## config.mk

```make
export PLATFORM = sky130hd
export DESIGN_NAME = grid_env_stepper
export DESIGN_NICKNAME = d
export VERILOG_FILES = /design/src/rtl/grid_env_pkg.sv /design/src/rtl/grid_move.sv /design/src/rtl/grid_env_stepper.sv
export SDC_FILE = /design/constraint.sdc
export NUM_CORES = 1
export LEC_CHECK = 0
export BUFFER_PORTS_ARGS = -buffer_cell sky130_fd_sc_hd__buf_2
export CORE_ASPECT_RATIO = 0.7
export CORE_MARGIN = 10
export CORE_UTILIZATION = 45
export CTS_CLUSTER_SIZE = 16
export DETAILED_ROUTE_END_ITERATION = 10
export PLACE_DENSITY = 0.82
export SYNTH_ARGS = -nofsm -noshare
export SYNTH_HDL_FRONTEND = slang
export SYNTH_SLANG_ARGS = --single-unit
export TNS_END_PERCENT = 100
```

## constraint.sdc

```tcl
create_clock -name i_clk -period 4 [get_ports i_clk]
set_input_delay 1 -clock i_clk [delete_from_list [all_inputs] [get_ports i_clk]]
set_output_delay 1 -clock i_clk [all_outputs]
set_load 0.01 [all_outputs]
```

## src/rtl/grid_env_pkg.sv

```systemverilog
// rtl/grid_env_pkg.sv - shared types, action table and address packing for the grid environment stepper
package grid_env_pkg;

  localparam int GRID_COORD_W = 3;
  localparam int GRID_ACT_W   = 3;

  localparam logic [GRID_ACT_W-1:0] ACT_WEST  = 3'd0;
  localparam logic [GRID_ACT_W-1:0] ACT_NW    = 3'd1;
  localparam logic [GRID_ACT_W-1:0] ACT_NORTH = 3'd2;
  localparam logic [GRID_ACT_W-1:0] ACT_NE    = 3'd3;
  localparam logic [GRID_ACT_W-1:0] ACT_EAST  = 3'd4;
  localparam logic [GRID_ACT_W-1:0] ACT_SE    = 3'd5;
  localparam logic [GRID_ACT_W-1:0] ACT_SOUTH = 3'd6;
  localparam logic [GRID_ACT_W-1:0] ACT_SW    = 3'd7;

  localparam logic [31:0] R_WALL = 32'hC37F0000;
  localparam logic [31:0] R_GOAL = 32'h437F0000;

  typedef enum logic [1:0] {D_ZERO = 2'b00, D_POS = 2'b01, D_NEG = 2'b11} dir_e;

  typedef enum logic [1:0] {IDLE, ISSUE, CAP, OUT} state_e;

  function automatic dir_e act_dx(input logic [GRID_ACT_W-1:0] a);
    case (a)
      ACT_WEST, ACT_NW, ACT_SW: act_dx = D_NEG;
      ACT_NE, ACT_EAST, ACT_SE: act_dx = D_POS;
      default:                  act_dx = D_ZERO;
    endcase
  endfunction

  function automatic dir_e act_dy(input logic [GRID_ACT_W-1:0] a);
    case (a)
      ACT_NW, ACT_NORTH, ACT_NE: act_dy = D_NEG;
      ACT_SE, ACT_SOUTH, ACT_SW: act_dy = D_POS;
      default:                   act_dy = D_ZERO;
    endcase
  endfunction

  function automatic logic [2*GRID_COORD_W+GRID_ACT_W-1:0] pack_addr(
    input logic [GRID_COORD_W-1:0] x,
    input logic [GRID_COORD_W-1:0] y,
    input logic [GRID_ACT_W-1:0]   a
  );
    pack_addr = {x, y, a};
  endfunction

endpackage

```

## src/rtl/grid_move.sv

```systemverilog
// rtl/grid_move.sv - combinational one-step move with per-axis wall clamping
module grid_move
  import grid_env_pkg::*;
#(
  parameter int COORD_W = 3
) (
  input  logic [COORD_W-1:0]    x_i,
  input  logic [COORD_W-1:0]    y_i,
  input  logic [GRID_ACT_W-1:0] action_i,
  output logic [COORD_W-1:0]    next_x_o,
  output logic [COORD_W-1:0]    next_y_o,
  output logic                  wall_o
);

  localparam logic [COORD_W-1:0] EDGE_MAX = {COORD_W{1'b1}};

  dir_e dx, dy;
  logic wall_x, wall_y;

  assign dx = act_dx(action_i);
  assign dy = act_dy(action_i);

  // A blocked axis keeps its coordinate while the other axis may still move.
  always_comb begin
    next_x_o = x_i;
    wall_x   = 1'b0;
    if (dx == D_POS) begin
      if (x_i == EDGE_MAX) wall_x = 1'b1;
      else                 next_x_o = x_i + 1'b1;
    end else if (dx == D_NEG) begin
      if (x_i == '0) wall_x = 1'b1;
      else           next_x_o = x_i - 1'b1;
    end
  end

  always_comb begin
    next_y_o = y_i;
    wall_y   = 1'b0;
    if (dy == D_POS) begin
      if (y_i == EDGE_MAX) wall_y = 1'b1;
      else                 next_y_o = y_i + 1'b1;
    end else if (dy == D_NEG) begin
      if (y_i == '0) wall_y = 1'b1;
      else           next_y_o = y_i - 1'b1;
    end
  end

  assign wall_o = wall_x | wall_y;

endmodule

```

## src/rtl/grid_env_stepper.sv

```systemverilog
// rtl/grid_env_stepper.sv - action -> reward ROM read -> transition record; optional STEP_TIMEOUT_EN ends episodes at MAX_STEPS
module grid_env_stepper
  import grid_env_pkg::*;
#(
  parameter int COORD_W    = 3,
  parameter int ACT_W      = 3,
  parameter int ADDR_WIDTH = 9,
  parameter int DATA_WIDTH = 32,
  parameter int START_X    = 0,
  parameter int START_Y    = 0,
  parameter int GOAL_X     = 7,
  parameter int GOAL_Y     = 7,
  parameter int MAX_STEPS  = 64
) (
  input  logic                  i_clk,
  input  logic                  i_rst_n,
  input  logic                  i_act_valid,
  output logic                  o_act_ready,
  input  logic [ACT_W-1:0]      i_action,
  output logic [ADDR_WIDTH-1:0] o_rt_addr,
  output logic                  o_rt_read,
  input  logic [DATA_WIDTH-1:0] i_rt_data,
  output logic                  o_tr_valid,
  input  logic                  i_tr_ready,
  output logic [2*COORD_W-1:0]  o_tr_state,
  output logic [ACT_W-1:0]      o_tr_action,
  output logic [DATA_WIDTH-1:0] o_tr_reward,
  output logic [2*COORD_W-1:0]  o_tr_next_state,
  output logic                  o_tr_wall,
  output logic                  o_tr_done,
  output logic                  o_tr_timeout,
  output logic [15:0]           o_episode_cnt
);

  localparam int STEP_W = $clog2(MAX_STEPS + 1);
  localparam logic [COORD_W-1:0] SX = COORD_W'(START_X);
  localparam logic [COORD_W-1:0] SY = COORD_W'(START_Y);

  state_e                  state_q;
  logic [COORD_W-1:0]      pos_x_q, pos_y_q;
  logic [STEP_W-1:0]       step_q;
  logic [15:0]             episode_q;
  logic [ACT_W-1:0]        act_q;
  logic                    act_ready_q, rt_read_q, tr_valid_q;
  logic [ADDR_WIDTH-1:0]   rt_addr_q;
  logic [DATA_WIDTH-1:0]   reward_q;
  logic [2*COORD_W-1:0]    tr_state_q, tr_next_q;
  logic                    tr_wall_q, tr_done_q, tr_timeout_q;

  logic [COORD_W-1:0]      next_x_d, next_y_d;
  logic                    wall_d, goal_d, timeout_d, done_d;

  grid_move #(.COORD_W(COORD_W)) u_move (
    .x_i      (pos_x_q),
    .y_i      (pos_y_q),
    .action_i (act_q),
    .next_x_o (next_x_d),
    .next_y_o (next_y_d),
    .wall_o   (wall_d)
  );

  assign goal_d = (next_x_d == COORD_W'(GOAL_X)) && (next_y_d == COORD_W'(GOAL_Y));
`ifdef STEP_TIMEOUT_EN
  assign timeout_d = !goal_d && (step_q == STEP_W'(MAX_STEPS - 1));
`else
  assign timeout_d = 1'b0;
`endif
  assign done_d = goal_d | timeout_d;

  always_ff @(posedge i_clk) begin
    if (!i_rst_n) begin
      state_q      <= IDLE;
      pos_x_q      <= SX;
      pos_y_q      <= SY;
      step_q       <= '0;
      episode_q    <= '0;
      act_q        <= '0;
      act_ready_q  <= 1'b1;
      rt_read_q    <= 1'b0;
      rt_addr_q    <= '0;
      tr_valid_q   <= 1'b0;
      reward_q     <= '0;
      tr_state_q   <= '0;
      tr_next_q    <= '0;
      tr_wall_q    <= 1'b0;
      tr_done_q    <= 1'b0;
      tr_timeout_q <= 1'b0;
    end else begin
      case (state_q)
        IDLE: begin
          if (i_act_valid && act_ready_q) begin
            act_q       <= i_action;
            rt_addr_q   <= pack_addr(pos_x_q, pos_y_q, i_action);
            rt_read_q   <= 1'b1;
            act_ready_q <= 1'b0;
            state_q     <= ISSUE;
          end
        end
        ISSUE: begin
          rt_read_q <= 1'b0;
          state_q   <= CAP;
        end
        CAP: begin
          reward_q     <= i_rt_data;
          tr_state_q   <= {pos_x_q, pos_y_q};
          tr_next_q    <= {next_x_d, next_y_d};
          tr_wall_q    <= wall_d;
          tr_done_q    <= done_d;
          tr_timeout_q <= timeout_d;
          tr_valid_q   <= 1'b1;
          state_q      <= OUT;
        end
        OUT: begin
          if (i_tr_ready) begin
            tr_valid_q  <= 1'b0;
            act_ready_q <= 1'b1;
            state_q     <= IDLE;
            if (tr_done_q) begin
              pos_x_q   <= SX;
              pos_y_q   <= SY;
              step_q    <= '0;
              episode_q <= episode_q + 16'd1;
            end else begin
              pos_x_q <= tr_next_q[2*COORD_W-1:COORD_W];
              pos_y_q <= tr_next_q[COORD_W-1:0];
              step_q  <= step_q + 1'b1;
            end
          end
        end
        default: state_q <= IDLE;
      endcase
    end
  end

  assign o_act_ready     = act_ready_q;
  assign o_rt_addr       = rt_addr_q;
  assign o_rt_read       = rt_read_q;
  assign o_tr_valid      = tr_valid_q;
  assign o_tr_state      = tr_state_q;
  assign o_tr_action     = act_q;
  assign o_tr_reward     = reward_q;
  assign o_tr_next_state = tr_next_q;
  assign o_tr_wall       = tr_wall_q;
  assign o_tr_done       = tr_done_q;
  assign o_tr_timeout    = tr_timeout_q;
  assign o_episode_cnt   = episode_q;

endmodule

```

==> Word-level counts from Yosys, hierarchy flattened <==
Cells that the tools add are included.
W data, S select, Z words.
{ "totals": {"input_bits": 39, "elab_cells": 90, "out_inout_bits": 78, "regBits": 85} }
{ "op_classes": {"add_sub_neg": 5, "n_reduce_logical": 20, "muxes": 30, "bitwise": 1, "n_eq_ne": 20} }
{ "op_table": {"columns": ["operator", "n"], "rows": [
  ["$mux W3", 10],
  ["$eq A3 B3 Y1 const B", 8],
  ["$add A16 B1 Y16 const B", 1],
  ["$mux W1", 12],
  ["$reduce_or A3 Y1", 4],
  ["$reduce_and A2 Y1", 5],
  ["$logic_not A3 Y1", 3],
  ["$eq A2 B2 Y1 const B", 4],
  ["$pmux W2 S2", 2],
  ["$pmux W2 S4", 1],
  ["$add A3 B1 Y3 const B", 2],
  ["$eq A2 B1 Y1 const B", 3],
  ["$eq A3 B2 Y1 const B", 2],
  ["$pmux W1 S2", 3],
  ["$reduce_and A3 Y1", 2],
  ["$reduce_bool A2 Y1", 3],
  ["$sub A3 B1 Y3 const B", 2],
  ["$mux W2", 2],
  ["$ne A2 B2 Y1 const B", 2],
  ["$eq A3 B1 Y1 const B", 1],
  ["$logic_and A1 B1 Y1", 2],
  ["$logic_not A2 Y1", 1],
  ["$or A1 B1 Y1", 1]
]} }

==> Logic depth before layout (Yosys ltp) <==
{ "logic_depth": {"depth_word": 8, "ltp_mapped": 10, "depth_no_buf": 10} }

==> By module <==
From an unflattened synthesis, not the netlist that was laid out.
{ "unflattened": {"hier_cells": 394, "area_unflattened_um2": 3590.9} }
{ "modules_own_cells": {"columns": ["module", "area_each_um2", "seq_area_each_um2", "cells_each", "n_inst"], "rows": [
  ["grid_env_stepper", 3231.8, 1641.6, 345, 1],
  ["grid_move", 359.1, 0.0, 49, 1]
]} }

==> Worst setup path after synthesis <==
OpenSTA, ideal clock, no wires.
{ "synth_timing": {"kind": "input -> register", "start": "in i_tr_ready", "end": "reg episode_q[13] (netlist: o_episode_cnt[13])", "t_required_ps": 3885, "path_stages": 6, "t_arrival_ps": 2003, "n_path_buf": 0, "setup_ps": 115, "setup_slack_ps": 1882, "path_cell_list": "nand4_2 > or3_4 > nor2_4 > nand3_1 > xnor2_1 > and2_1"} }
{ "synth_between": {"elab_chain_len": 1} }
{ "synth_lines": {"columns": ["item", "line_no", "rtl"], "rows": [
  ["start, declared", "grid_env_stepper.sv:24", "input logic i_tr_ready,"],
  ["$reduce_and A3 Y1 (no line)", null, null],
  ["end signal, assigned", "grid_env_stepper.sv:122", "episode_q <= episode_q + 16'd1;"],
  ["end, declared", "grid_env_stepper.sv:42", "logic [15:0] episode_q;"]
]} }
Every way passes these cells.
A chain may end at the register's enable or synchronous reset.

==> flow_metrics.env <==
export IMPL_cts_resized=0
export IMPL_pwr_share_seq=0.412
export IMPL_antenna_left=0
export IMPL_critPathKind="reg -> out"
export IMPL_dr_total_vias=2991
export IMPL_crit_path_max_fanout=18
export IMPL_fin_setup_tns_ns=0
export IMPL_hold_depth=2
export IMPL_place_area_sq_mm=0.00432
export IMPL_postCtsHoldBufs=0
export IMPL_slowest_delay_ns=0.66
export IMPL_rr_worst_depth=5
export IMPL_finalHoldViolCount=0
export IMPL_tightest_slew_ns=1.13
export IMPL_fin_crit_ns=2.23
export IMPL_clkPwrFrac=0.304
export IMPL_ys_types=46
export IMPL_antennaDiodeCount=0
export IMPL_hold_path_class="reg -> reg"
export IMPL_grt_overflow=0
export IMPL_dp_hpwl_mm=6.80
export IMPL_totalWireLength_mm=9.16
export IMPL_ys_warn_count=0
export IMPL_seqCellArea_sq_mm=0.00164
export IMPL_min_period_over_period=0.556
export IMPL_htree_levels=3
export IMPL_status="completed"
export IMPL_cts_buffers_inserted=9
export IMPL_die_area_sq_mm=0.0125
export IMPL_viasPerCell=4.97
export IMPL_crit_slowest_cell="dfxtp_1"
export IMPL_antenna_found_initial=0
export IMPL_slew_viol_final=0
export IMPL_placed_cells_incl_taps=586
export IMPL_fin_total_pwr_uw=2470
export IMPL_comb_power_share=0.284
export IMPL_stdcell_area_sq_mm=0.00459
export IMPL_place_ws_ns=1.59
export IMPL_avgSynthCellArea_sq_um=9.45
export IMPL_clockBufferDepth=2
export IMPL_synth_edf_count=0
export IMPL_synthArstFlopShare=0
export IMPL_crit_arrival_ns=1.23
export IMPL_drcViolationCount=0
export IMPL_final_setup_viol_count=0
export IMPL_clk_transition_reported_paths_ns=0.06
export IMPL_die_h_um=96.4
export IMPL_final_cell_mix="buf_2 (115), dfxtp_1 (82), nor2b_1 (52)"
export IMPL_syn_area_sq_mm=0.00375
export IMPL_clkSinkCount=82
export IMPL_swShare=0.320
export IMPL_crit_buf_inv=1
export IMPL_intPower_uw=1680
export IMPL_maxSlewHeadroom=0.248
export IMPL_required_ns=3.00
export IMPL_critPathLaunchType="register"
export IMPL_clk_root_buffer_cell="clkbuf_16"
export IMPL_mostFrequentLayoutCell="buf_2"
export IMPL_drt_iter0_drc=205
export IMPL_ys_seq_elements=82
export IMPL_grtUsageTotal=0.143
export IMPL_finClkSkew_ns=0.00614
export IMPL_drv_cap=0
export IMPL_drive_above_1_share=0.275
export IMPL_path_cells="buf_2"
export IMPL_start_util=0.469
export IMPL_grt_pass1_wl_mm=14.3
export IMPL_fillCellCount=711
export IMPL_yosysTopAreaCell="dfxtp_1"
export IMPL_p_sw_uw=792
export IMPL_synth_top_area_share=0.437
export IMPL_synthCells=397
export IMPL_synthTopCellsByArea="dfxtp_1 (44%), mux2i_1 (11%), nor2b_1 (8.7%)"
export IMPL_core_area_sq_mm=0.00801
export IMPL_synth_ff_type="dfxtp_1"
export IMPL_area_growth_pct=22.3
export IMPL_peakVddDrop_mv=0.355
export IMPL_die_width_um=129
export IMPL_fin_ws_ns=1.77
export IMPL_cp_num_cells=1
export IMPL_place_congestion=0.775
export IMPL_cts_tree="done"
export IMPL_wire_per_inst_um=15.2
export IMPL_firstDrtPassIters=4
export IMPL_critPathTopFamily="flip-flops"
export IMPL_rsz0062_at_grt="no"
export IMPL_power_density_mw_per_mm2=538
export IMPL_clkLatencyLatePin_ns=0.33
export IMPL_io_buffer_count=115
export IMPL_end_kind="output pin"
export IMPL_grt_max_degree=83
export IMPL_postCtsSetupBuffers=0
export IMPL_grt_pass1_vias=2978
export IMPL_multi_input_area_sq_mm=0.00192
export IMPL_leakagePower_uw=0.00200
export IMPL_seq_area_frac_synth=0.437
export IMPL_timing_fmax_ghz=0.449
export IMPL_finish_net_count=548
export IMPL_fp_row_count=27
export IMPL_stdcell_count=602
export IMPL_synth_nets=449
export IMPL_io_pins=117
## layout make-up
| cell class | instances | area share |
|---|---|---|
| clock buffers | 11 | 0.0529 |
| clock inverters | 5 | 0.00654 |
| inverters | 13 | 0.0106 |
| multi-input cells | 274 | 0.418 |
| flip-flops and latches | 82 | 0.357 |
| well taps | 101 | 0.0275 |
| repair buffers | 116 | 0.127 |
## state kept, by name, summed over array words and instances (netlist names)
register / flops
o_tr_reward: 32
o_act_ready: 1
o_episode_cnt: 16
o_tr_next_state: 6
pos_x_q: 3
o_tr_action: 2
o_tr_state: 6
pos_y_q: 3
o_tr_valid: 1
o_tr_wall: 1
o_tr_done: 1
o_rt_read: 1
o_rt_addr: 7
state_q: 2
## cell families after synthesis
logic type	Yosys count	share of synthesized area
simple gates	150	0.224
flops	82	0.437
compound gates	52	0.0933
mux	42	0.112
buf+inv	41	0.0520
xor+xnor	16	0.0373
fa+ha+maj	13	0.0433
other cells	1	0.000999
## power groups by stage
stage	Sequential [uW]	Clock (uW)	Combinational, uW
global placement	1030	0	688
detailed placement	1030	0	710
finish	1020	751	703
CTS	1020	775	714
global route	1040	800	780
floorplan	1060	0	468
## cells in the mapped netlist, types with 4 or more instances
cell,n
buf_4,7
o21ai_0,9
and2_1,14
inv_1,13
nand2_1,36
dfxtp_1,82
nor2_1,11
o211a_1,4
buf_2,6
clkbuf_1,14
a21oi_1,15
nor3b_1,6
ha_1,13
a21boi_0,11
nand3_1,8
mux2i_1,42
xor2_1,4
xnor2_1,12
and3_1,4
nor2b_1,52
## through the flow
stage	utilization	hold WS, ns
finish	0.574	0.468
global route	0.574	0.486
CTS	0.574	0.471
detailed placement	0.539	0.461
global placement	0.539	0.456
floorplan	-	0.482
## metal layers
layer,track usage,wire (um),part of all wire
met1,0.162,3830,0.42
met2,0.243,4540,0.50
met3,0.0506,661,0.072
met4,0.0613,135,0.015
met5,0,0,0
## final timing paths
check / start / endpoint / slack [ns]
worst min-delay path: o_rt_addr[4]$_SDFFE_PN0P_ / o_rt_addr[4]$_SDFFE_PN0P_ / 0.47
worst min register to register: o_rt_addr[4]$_SDFFE_PN0P_ / o_rt_addr[4]$_SDFFE_PN0P_ / 0.47
worst max register to register: state_q[0]$_SDFFE_PN0P_ / o_tr_reward[4]$_SDFFE_PN0P_ / 1.94
worst max-delay path: o_rt_addr[2]$_SDFFE_PN0P_ / o_tr_action[2] / 1.77
No activity file was read; power rests on OpenSTA's default activity.
